<file path="config.mk">
export PLATFORM = sky130hd
export DESIGN_NAME = uart_tx_param
export DESIGN_NICKNAME = d
export VERILOG_FILES = /design/src/rtl/uart_tx_pkg.sv /design/src/rtl/uart_baud_tick.sv /design/src/rtl/uart_tx_param.sv
export SDC_FILE = /design/constraint.sdc
export NUM_CORES = 1
export LEC_CHECK = 0
export BUFFER_PORTS_ARGS = -buffer_cell sky130_fd_sc_hd__buf_4
export CAP_MARGIN = 10
export CORE_MARGIN = 8
export CORE_UTILIZATION = 50
export CTS_CLUSTER_DIAMETER = 50
export CTS_CLUSTER_SIZE = 30
export DETAILED_ROUTE_END_ITERATION = 7
export PLACE_DENSITY = 0.8
export SLEW_MARGIN = 10
export SYNTH_ARGS = -nofsm -noshare
export SYNTH_HDL_FRONTEND = slang
export SYNTH_SLANG_ARGS = --single-unit
</file>
<file path="constraint.sdc">
create_clock -name clk -period 3.48 [get_ports clk]
set_input_delay 0.522 -clock clk [delete_from_list [all_inputs] [get_ports clk]]
set_output_delay 0.522 -clock clk [all_outputs]
set_load 0.01 [all_outputs]
</file>
<file path="src/rtl/uart_tx_pkg.sv">
// Shared definitions for the parametrised UART transmitter.
//   - FSM state encoding (3-bit localparams)
//   - parity-type constants
//   - frame_bits(): number of bit periods in one frame
package uart_tx_pkg;

    localparam logic [2:0] ST_IDLE   = 3'd0;
    localparam logic [2:0] ST_START  = 3'd1;
    localparam logic [2:0] ST_DATA   = 3'd2;
    localparam logic [2:0] ST_PARITY = 3'd3;
    localparam logic [2:0] ST_STOP   = 3'd4;

    localparam logic PAR_EVEN = 1'b0;
    localparam logic PAR_ODD  = 1'b1;

    // start + payload + optional parity + one or two stops
    function automatic int unsigned frame_bits(input int unsigned data_width,
                                               input logic        par_en,
                                               input logic        stop2);
        return 32'd2 + data_width + {31'd0, par_en} + {31'd0, stop2};
    endfunction

endpackage

</file>
<file path="src/rtl/uart_baud_tick.sv">
// Bit-period timer for the UART transmitter.
// Ports:
//   clk       system clock
//   rst       synchronous active-low reset
//   restart   reload the counter for a fresh bit period (frame load)
//   prescale  clocks per bit; 0 is treated as 1
//   bit_done  high in the last clock of every bit period
module uart_baud_tick #(
    parameter int PRESCALE_WIDTH = 8
) (
    input  logic                      clk,
    input  logic                      rst,
    input  logic                      restart,
    input  logic [PRESCALE_WIDTH-1:0] prescale,
    output logic                      bit_done
);

    logic [PRESCALE_WIDTH-1:0] cnt;
    logic [PRESCALE_WIDTH-1:0] reload;

    // Counting down from P-1 to 0 gives a period of P clocks; P=0 maps to 1.
    always_comb begin
        reload = '0;
        if (prescale != '0)
            reload = prescale - PRESCALE_WIDTH'(1);
    end

    assign bit_done = (cnt == '0);

    always_ff @(posedge clk) begin
        if (!rst)
            cnt <= '0;
        else if (restart || bit_done)
            cnt <= reload;
        else
            cnt <= cnt - PRESCALE_WIDTH'(1);
    end

endmodule

</file>
<file path="src/rtl/uart_tx_param.sv">
// Parametrised UART transmitter with a one-word holding buffer.
// Frame: start(0), DATA_WIDTH payload bits LSB first, optional parity,
// one or two stop bits(1). Back-to-back words leave no idle gap.
// Ports:
//   clk         system clock (rising edge)
//   rst         synchronous active-low reset
//   p_data      payload word
//   data_valid  producer offers p_data
//   ready       holding buffer empty (registered)
//   par_en      append parity bit
//   par_type    0 = even, 1 = odd parity
//   stop2       1 = two stop bits
//   prescale    clocks per bit (0 treated as 1)
//   tx_out      serial line, idle high
//   busy        frame in progress
module uart_tx_param
    import uart_tx_pkg::*;
#(
    parameter int DATA_WIDTH     = 8,
    parameter int PRESCALE_WIDTH = 8
) (
    input  logic                      clk,
    input  logic                      rst,
    input  logic [DATA_WIDTH-1:0]     p_data,
    input  logic                      data_valid,
    output logic                      ready,
    input  logic                      par_en,
    input  logic                      par_type,
    input  logic                      stop2,
    input  logic [PRESCALE_WIDTH-1:0] prescale,
    output logic                      tx_out,
    output logic                      busy
);

    localparam int CNT_W = $clog2(DATA_WIDTH);
    localparam logic [CNT_W-1:0] LAST_BIT = CNT_W'(DATA_WIDTH - 1);

    // holding buffer
    logic                      buf_full;
    logic [DATA_WIDTH-1:0]     buf_data;
    logic                      buf_par_en;
    logic                      buf_par_type;
    logic                      buf_stop2;
    logic [PRESCALE_WIDTH-1:0] buf_prescale;

    // frame in flight
    logic [2:0]                state;
    logic [DATA_WIDTH-1:0]     shift_reg;
    logic                      par_bit;
    logic [CNT_W-1:0]          bit_cnt;
    logic                      stop_cnt;
    logic                      cfg_par_en;
    logic                      cfg_stop2;
    logic [PRESCALE_WIDTH-1:0] cfg_prescale;

    logic                      accept;
    logic                      last_stop;
    logic                      load;
    logic                      bit_done;
    logic [PRESCALE_WIDTH-1:0] baud_prescale;

    assign ready     = ~buf_full;
    assign accept    = data_valid && !buf_full;
    assign last_stop = (state == ST_STOP) && bit_done && (stop_cnt == cfg_stop2);
    // accept needs an empty buffer and load a full one, so they never coincide
    assign load      = buf_full && ((state == ST_IDLE) || last_stop);

    // On load the timer must start with the new word's prescale, which is
    // only in the buffer during that cycle.
    assign baud_prescale = load ? buf_prescale : cfg_prescale;

    uart_baud_tick #(
        .PRESCALE_WIDTH(PRESCALE_WIDTH)
    ) u_baud (
        .clk      (clk),
        .rst      (rst),
        .restart  (load),
        .prescale (baud_prescale),
        .bit_done (bit_done)
    );

    // buffer occupancy
    always_ff @(posedge clk) begin
        if (!rst)
            buf_full <= 1'b0;
        else if (load)
            buf_full <= 1'b0;
        else if (accept)
            buf_full <= 1'b1;
    end

    // payload path (no reset; qualified by buf_full / state)
    always_ff @(posedge clk) begin
        if (accept) begin
            buf_data     <= p_data;
            buf_par_en   <= par_en;
            buf_par_type <= par_type;
            buf_stop2    <= stop2;
            buf_prescale <= prescale;
        end
        if (load) begin
            shift_reg <= buf_data;
            par_bit   <= (^buf_data) ^ (buf_par_type == PAR_ODD);
        end else if ((state == ST_DATA) && bit_done) begin
            shift_reg <= shift_reg >> 1;
        end
    end

    // frame FSM; tx_out and busy are registered alongside the state
    always_ff @(posedge clk) begin
        if (!rst) begin
            state        <= ST_IDLE;
            tx_out       <= 1'b1;
            busy         <= 1'b0;
            bit_cnt      <= '0;
            stop_cnt     <= 1'b0;
            cfg_par_en   <= 1'b0;
            cfg_stop2    <= 1'b0;
            cfg_prescale <= '0;
        end else if (load) begin
            state        <= ST_START;
            tx_out       <= 1'b0;
            busy         <= 1'b1;
            cfg_par_en   <= buf_par_en;
            cfg_stop2    <= buf_stop2;
            cfg_prescale <= buf_prescale;
        end else if (bit_done) begin
            case (state)
                ST_START: begin
                    state   <= ST_DATA;
                    tx_out  <= shift_reg[0];
                    bit_cnt <= '0;
                end
                ST_DATA: begin
                    if (bit_cnt == LAST_BIT) begin
                        if (cfg_par_en) begin
                            state  <= ST_PARITY;
                            tx_out <= par_bit;
                        end else begin
                            state    <= ST_STOP;
                            tx_out   <= 1'b1;
                            stop_cnt <= 1'b0;
                        end
                    end else begin
                        bit_cnt <= bit_cnt + 1'b1;
                        // shift_reg[0] is the bit now ending
                        tx_out  <= shift_reg[1];
                    end
                end
                ST_PARITY: begin
                    state    <= ST_STOP;
                    tx_out   <= 1'b1;
                    stop_cnt <= 1'b0;
                end
                ST_STOP: begin
                    if (stop_cnt == cfg_stop2) begin
                        state  <= ST_IDLE;
                        tx_out <= 1'b1;
                        busy   <= 1'b0;
                    end else begin
                        stop_cnt <= 1'b1;
                    end
                end
                default: begin
                    state  <= ST_IDLE;
                    tx_out <= 1'b1;
                    busy   <= 1'b0;
                end
            endcase
        end
    end

endmodule

</file>
[After elaboration in Yosys (flattened, before gate mapping)]
Index checks and enable logic that the tools add are counted.
Operators by class
  mux-type cells: 27
  bitwise operators: 4
  $add $sub $neg: 3
  shift operators: 0
  equality and inequality tests: 14
  $lt $le $gt $ge: 0
  multipliers: 0
  div/mod/pow operators: 0
  reduce and logical (&&, ||, !) cells: 24
Operator list (number)
  $mux W8: 5
  $sub A8 B1 Y8 const B: 2
  $mux W1: 13
  $mux W3: 4
  $pmux W3 S4: 1
  $reduce_and A3 Y1: 3
  $logic_not A8 Y1: 1
  $reduce_bool A8 Y1: 1
  $reduce_xor A8 Y1: 1
  $eq A3 B2 Y1 const B: 2
  $eq A3 B3 Y1 const B: 2
  $ne A2 B1 Y1 const B: 3
  $ne A2 B2 Y1 const B: 3
  $ne A3 B1 Y1 const B: 2
  $pmux W1 S3: 2
  $pmux W3 S2: 1
  $reduce_and A6 Y1: 1
  $reduce_bool A2 Y1: 3
  $logic_and A1 B1 Y1: 5
  $reduce_and A4 Y1: 1
  $add A3 B1 Y3 const B: 1
  $eq A3 B1 Y1 const B: 1
  $logic_not A3 Y1: 1
  $not A1 Y1: 3
  9 further kinds: 10
Storage, ports and cells
  bits in registers: 56
  output and inout port bits: 3
  memories: 0
  latch bits: 0
  memory bits (read-only): 0
  memory bits (writable): 0
  word-level logic and storage cells: 90
  input port bits: 22

[Depth between registers and ports, before layout]
  depth in word-level cells: 9
  depth in mapped cells: 14

[Cells and area by module]
Synthesis repeated with hierarchy kept, for this count alone.
Unflattened totals
  cell total of the unflattened synthesis: 235
  area total of the unflattened synthesis: 2531.2 um2
By module, submodules not included
  uart_tx_param: cells each 176, times used 1, area each 2000.7 um2
  uart_baud_tick: cells each 59, times used 1, area each 530.5 um2

[Worst setup path before layout]
OpenSTA, ideal clock, no wires.
  path type: reg-to-reg
  start point: reg u_baud.cnt[5]
  end point: reg u_baud.cnt[3]
  data arrival time: 3108 ps
  clock period less this slack: 3184 ps
  library setup time: 76 ps
  stages on the path, launching flop included: 13
  path slack: 296 ps
  path buffers: 2
  cell sequence: dfxtp_1 > or4_4 > or4b_4 > buf_6 > o21a_4 > buf_6 > mux2i_1 > ha_1 > and4b_1 > or3_1 > o211ai_1 > o311ai_0 > a21boi_0
On the way
  longest elaborated chain between the ends: 9
  elaborated cells on any way between the ends: 11
RTL lines
  start: declaration: line uart_baud_tick.sv:18  | logic [PRESCALE_WIDTH-1:0] cnt;
  start signal: assignment: line uart_baud_tick.sv:34  | cnt <= reload;
  start signal: assignment: line uart_baud_tick.sv:36  | cnt <= cnt - PRESCALE_WIDTH'(1);
  $logic_not A8 Y1 *: line uart_baud_tick.sv:28  | assign bit_done = (cnt == '0);
  $logic_and A1 B1 Y1 (2 in a row): line uart_tx_param.sv:64  | assign last_stop = (state == ST_STOP) && bit_done && (stop_cnt == cfg_stop2);
  $logic_or A1 B1 Y1: line uart_tx_param.sv:66  | assign load = buf_full && ((state == ST_IDLE) || last_stop);
  $logic_and A1 B1 Y1: line uart_tx_param.sv:66
  $mux W8
  $sub A8 B1 Y8 or $reduce_bool A8 Y1 (tied branches): line uart_baud_tick.sv:25, uart_baud_tick.sv:24
  $mux W8: line uart_baud_tick.sv:24  | if (prescale != '0)
  $mux W8 *: line uart_baud_tick.sv:33  | else if (restart || bit_done)
Mark *: on every way between the ends. The rest lies on a longest branch, timed or not.
A chain may end at the register's enable or synchronous reset.

[Worst setup path in the final report]
  start point: reg u_baud.cnt[5]
  end point: reg u_baud.cnt[4]
Same word-level chain as after synthesis.

==> results.cfg <==
[timing]
slew_headroom_pct = 50.4
setup_viol = 0
fmax_ghz = 0.303
min_period_over_period_pct = 94.8
finalHoldViolations = 0
tns_ns = 0
rsz0062_at_grt = no
tightest_slew_ns = 0.739
layout_min_cycle_time_ns = 3.30
drv_slew = 0
finClkSkew_ns = 0.00563

[setup_path]
cp_max_fo = 10
worstPathArrival_ns = 3.54
crit_buf_inv = 0
endpoint_kind = flop
slowest_delay_ns = 0.61
path_class = flop to flop
worstPathRequired_ns = 3.72
path_delay_family = simple AND/OR/NAND/NOR gates
crit_slowest_cell = or4b_4
critPathLaunchType = flop
worstPathCellList = or4_4, or4b_4, o21a_4, mux2i_1, ha_1, and4b_1, or3_1, o211ai_1, o311ai_0, a21boi_0

[clock_tree]
cts.path.max_buffers = 2
cts_sinks = 56
path_clk_slew_ns = 0.10
cts_buffers = 5
cts_tree = built
root_buffer = clkbuf_8
post_cts_buffers = 0
clock_latency_ns = 0.31
cts_htree_levels = 2

[logic_synthesis]
syn_area_mm2 = 0.00269
yosys_most_used_dff = edfxtp_1
ys_async_sr_fraction_pct = 0
yosysWarnings = 0
ys_ff_latch = 56
ys_seq_area_share_pct = 52.1
syn-num-nets = 299
syn_avg_cell_area_um2 = 9.89
synth.distinct_cells = 47
synth_cells = 272
synth_edf_count = 28

[final_layout]
nets = 323
seq_area_mm2 = 0.00140
multi_input_area_mm2 = 0.00120
n_fill_cell = 464
drive_gt1_share_pct = 13.1
final_common_cell = nand2_1
num_antenna_cells = 0
most-common-layout-cells = nand2_1, dfxtp_1, edfxtp_1, buf_4, nor2_1
area_growth_pct = 13.2

[pwr]
sw_frac_of_total_pct = 35.2
comb_power_share_pct = 36.3
p_clk_share_pct = 19.7
cell_internal_pwr_w = 0.00140
power.density_mw_per_mm2 = 710
p_seq_share_pct = 44.0
p_switching_w = 0.000761
p_leak_nw = 1.18
peakVddDrop_uv = 381
total_power_w = 0.00216

[detailed_routing]
avgRoutedWirePerCell_um = 14.4
drtAntennaViolNets = 0
avgViaCountPerCell = 5.46
dr.pass1.iters = 4
vias = 2004
drt-total-wl_um = 5290
drc = 0
drtIter0Drc = 159

[placement]
place_hpwl_um = 3920
place.gp.congestion = 0.947
io_buffers = 24

[global_route]
grt_pass1_vias = 2017
grtUsageTotal_pct = 14.5
grt_overflow = 0
grt_max_degree = 28
grt_pass1_wl_um = 9030
antenna_found_initial = 0

[die]
fp-row-count = 26
dieArea_mm2 = 0.00798
die_h_um = 89.4
die_x_um = 89.4
start_util_pct = 52.3
ios = 25
core_area_mm2 = 0.00514

[worst_hold_path]
min_path_type = primary input to flop

[outcome]
status = complete, no violations

[run]
maxCapViolCount = 0
[final timing paths]
kind	from	endpoint	slack, ns	depth (start not counted)
max	u_baud.cnt[5]	u_baud.cnt[4]	0.18	10
min	p_data[0]	buf_data[0]	0.38	1
max reg2reg	u_baud.cnt[5]	u_baud.cnt[4]	0.18	10
min reg2reg	stop_cnt	stop_cnt	0.48	2
[kinds of logic after synthesis]
group	count (synthesis)	synth area share [%]
mux	4	1.49
xor+xnor	21	6.84
compound gates	49	13.1
simple gates	117	20.7
fa+ha+maj	5	2.33
buf+inv	20	3.44
flops	56	52.1
[layer usage]
layer  vias to the layer above  track usage [%]  wire length [um]
li1                       1007                -                 -
met1                       936             17.8              2420
met2                        55             24.2              2570
met3                         6             3.13               226
met4                         0             5.74                67
met5                         -                0                 0
[synth_stat cells (2+ instances only)]
| cell type | number | area, um2 |
|---|---|---|
| o21ai_0 | 7 | 35.0 |
| o211ai_1 | 2 | 15.0 |
| nand2b_1 | 5 | 31.3 |
| buf_2 | 2 | 10.0 |
| dfxtp_1 | 28 | 561 |
| mux2i_1 | 4 | 40.0 |
| o31ai_1 | 3 | 22.5 |
| xnor2_1 | 13 | 114 |
| or3_1 | 2 | 12.5 |
| nor2_1 | 19 | 71.3 |
| nand2_1 | 55 | 206 |
| and2_1 | 3 | 18.8 |
| buf_6 | 2 | 22.5 |
| a21oi_1 | 6 | 30.0 |
| nor3b_1 | 3 | 22.5 |
| edfxtp_1 | 28 | 841 |
| nand3_1 | 7 | 35.0 |
| clkbuf_1 | 7 | 26.3 |
| xor2_1 | 8 | 70.1 |
| a31oi_1 | 2 | 12.5 |
| o311ai_0 | 3 | 26.3 |
| o22ai_1 | 2 | 12.5 |
| a21boi_0 | 13 | 97.6 |
| nor4_1 | 4 | 25.0 |
| nor2b_1 | 6 | 37.5 |
| nor3_1 | 5 | 25.0 |
| ha_1 | 5 | 62.6 |
| inv_1 | 8 | 30.0 |
| o311a_1 | 2 | 20.0 |
[repair_timing]
item / in CTS / in global routing
hold buffers: 0 / 0
endpoints found under the hold margin: 0 / 0
setup endpoints to repair: 0 / 1
resized for setup: 0 / 2
[power by group through the flow]
stage / Sequential (W) / Combinational (W) / Clock [W]
2_1_floorplan: 0.000937 / 0.000613 / 0
5_1_grt: 0.000967 / 0.000886 / 0.000460
3_3_place_gp: 0.000958 / 0.000762 / 0
6_report: 0.000953 / 0.000784 / 0.000426
4_1_cts: 0.000951 / 0.000777 / 0.000438
3_5_place_dp: 0.000967 / 0.000771 / 0
[through the flow]
step | setup WS [ns] | utilization, % | cell area, um2 | instances | hold slack, ns
4_1_cts | 0.198 | 59.3 | 3050 | 367 | 0.374
5_1_grt | 0.0130 | 59.3 | 3050 | 367 | 0.366
6_report | 0.181 | 59.3 | 3050 | 367 | 0.384
3_5_place_dp | 0.227 | 57.0 | 2930 | 359 | 0.469
3_3_place_gp | 0.344 | 57.0 | 2930 | 359 | 0.451
2_1_floorplan | 0.296 | - | 2690 | 272 | 0.441
[area by class of cell]
| type | instances | area share, % |
|---|---|---|
| sequential | 56 | 46.0 |
| tap | 70 | 2.88 |
| clock inverter | 3 | 1.56 |
| inverter | 9 | 1.11 |
| multi-input combinational | 196 | 39.3 |
| timing repair buffer | 28 | 6.90 |
| clock buffer | 5 | 2.26 |
Note: power is estimated with default switching activity, not from simulation.
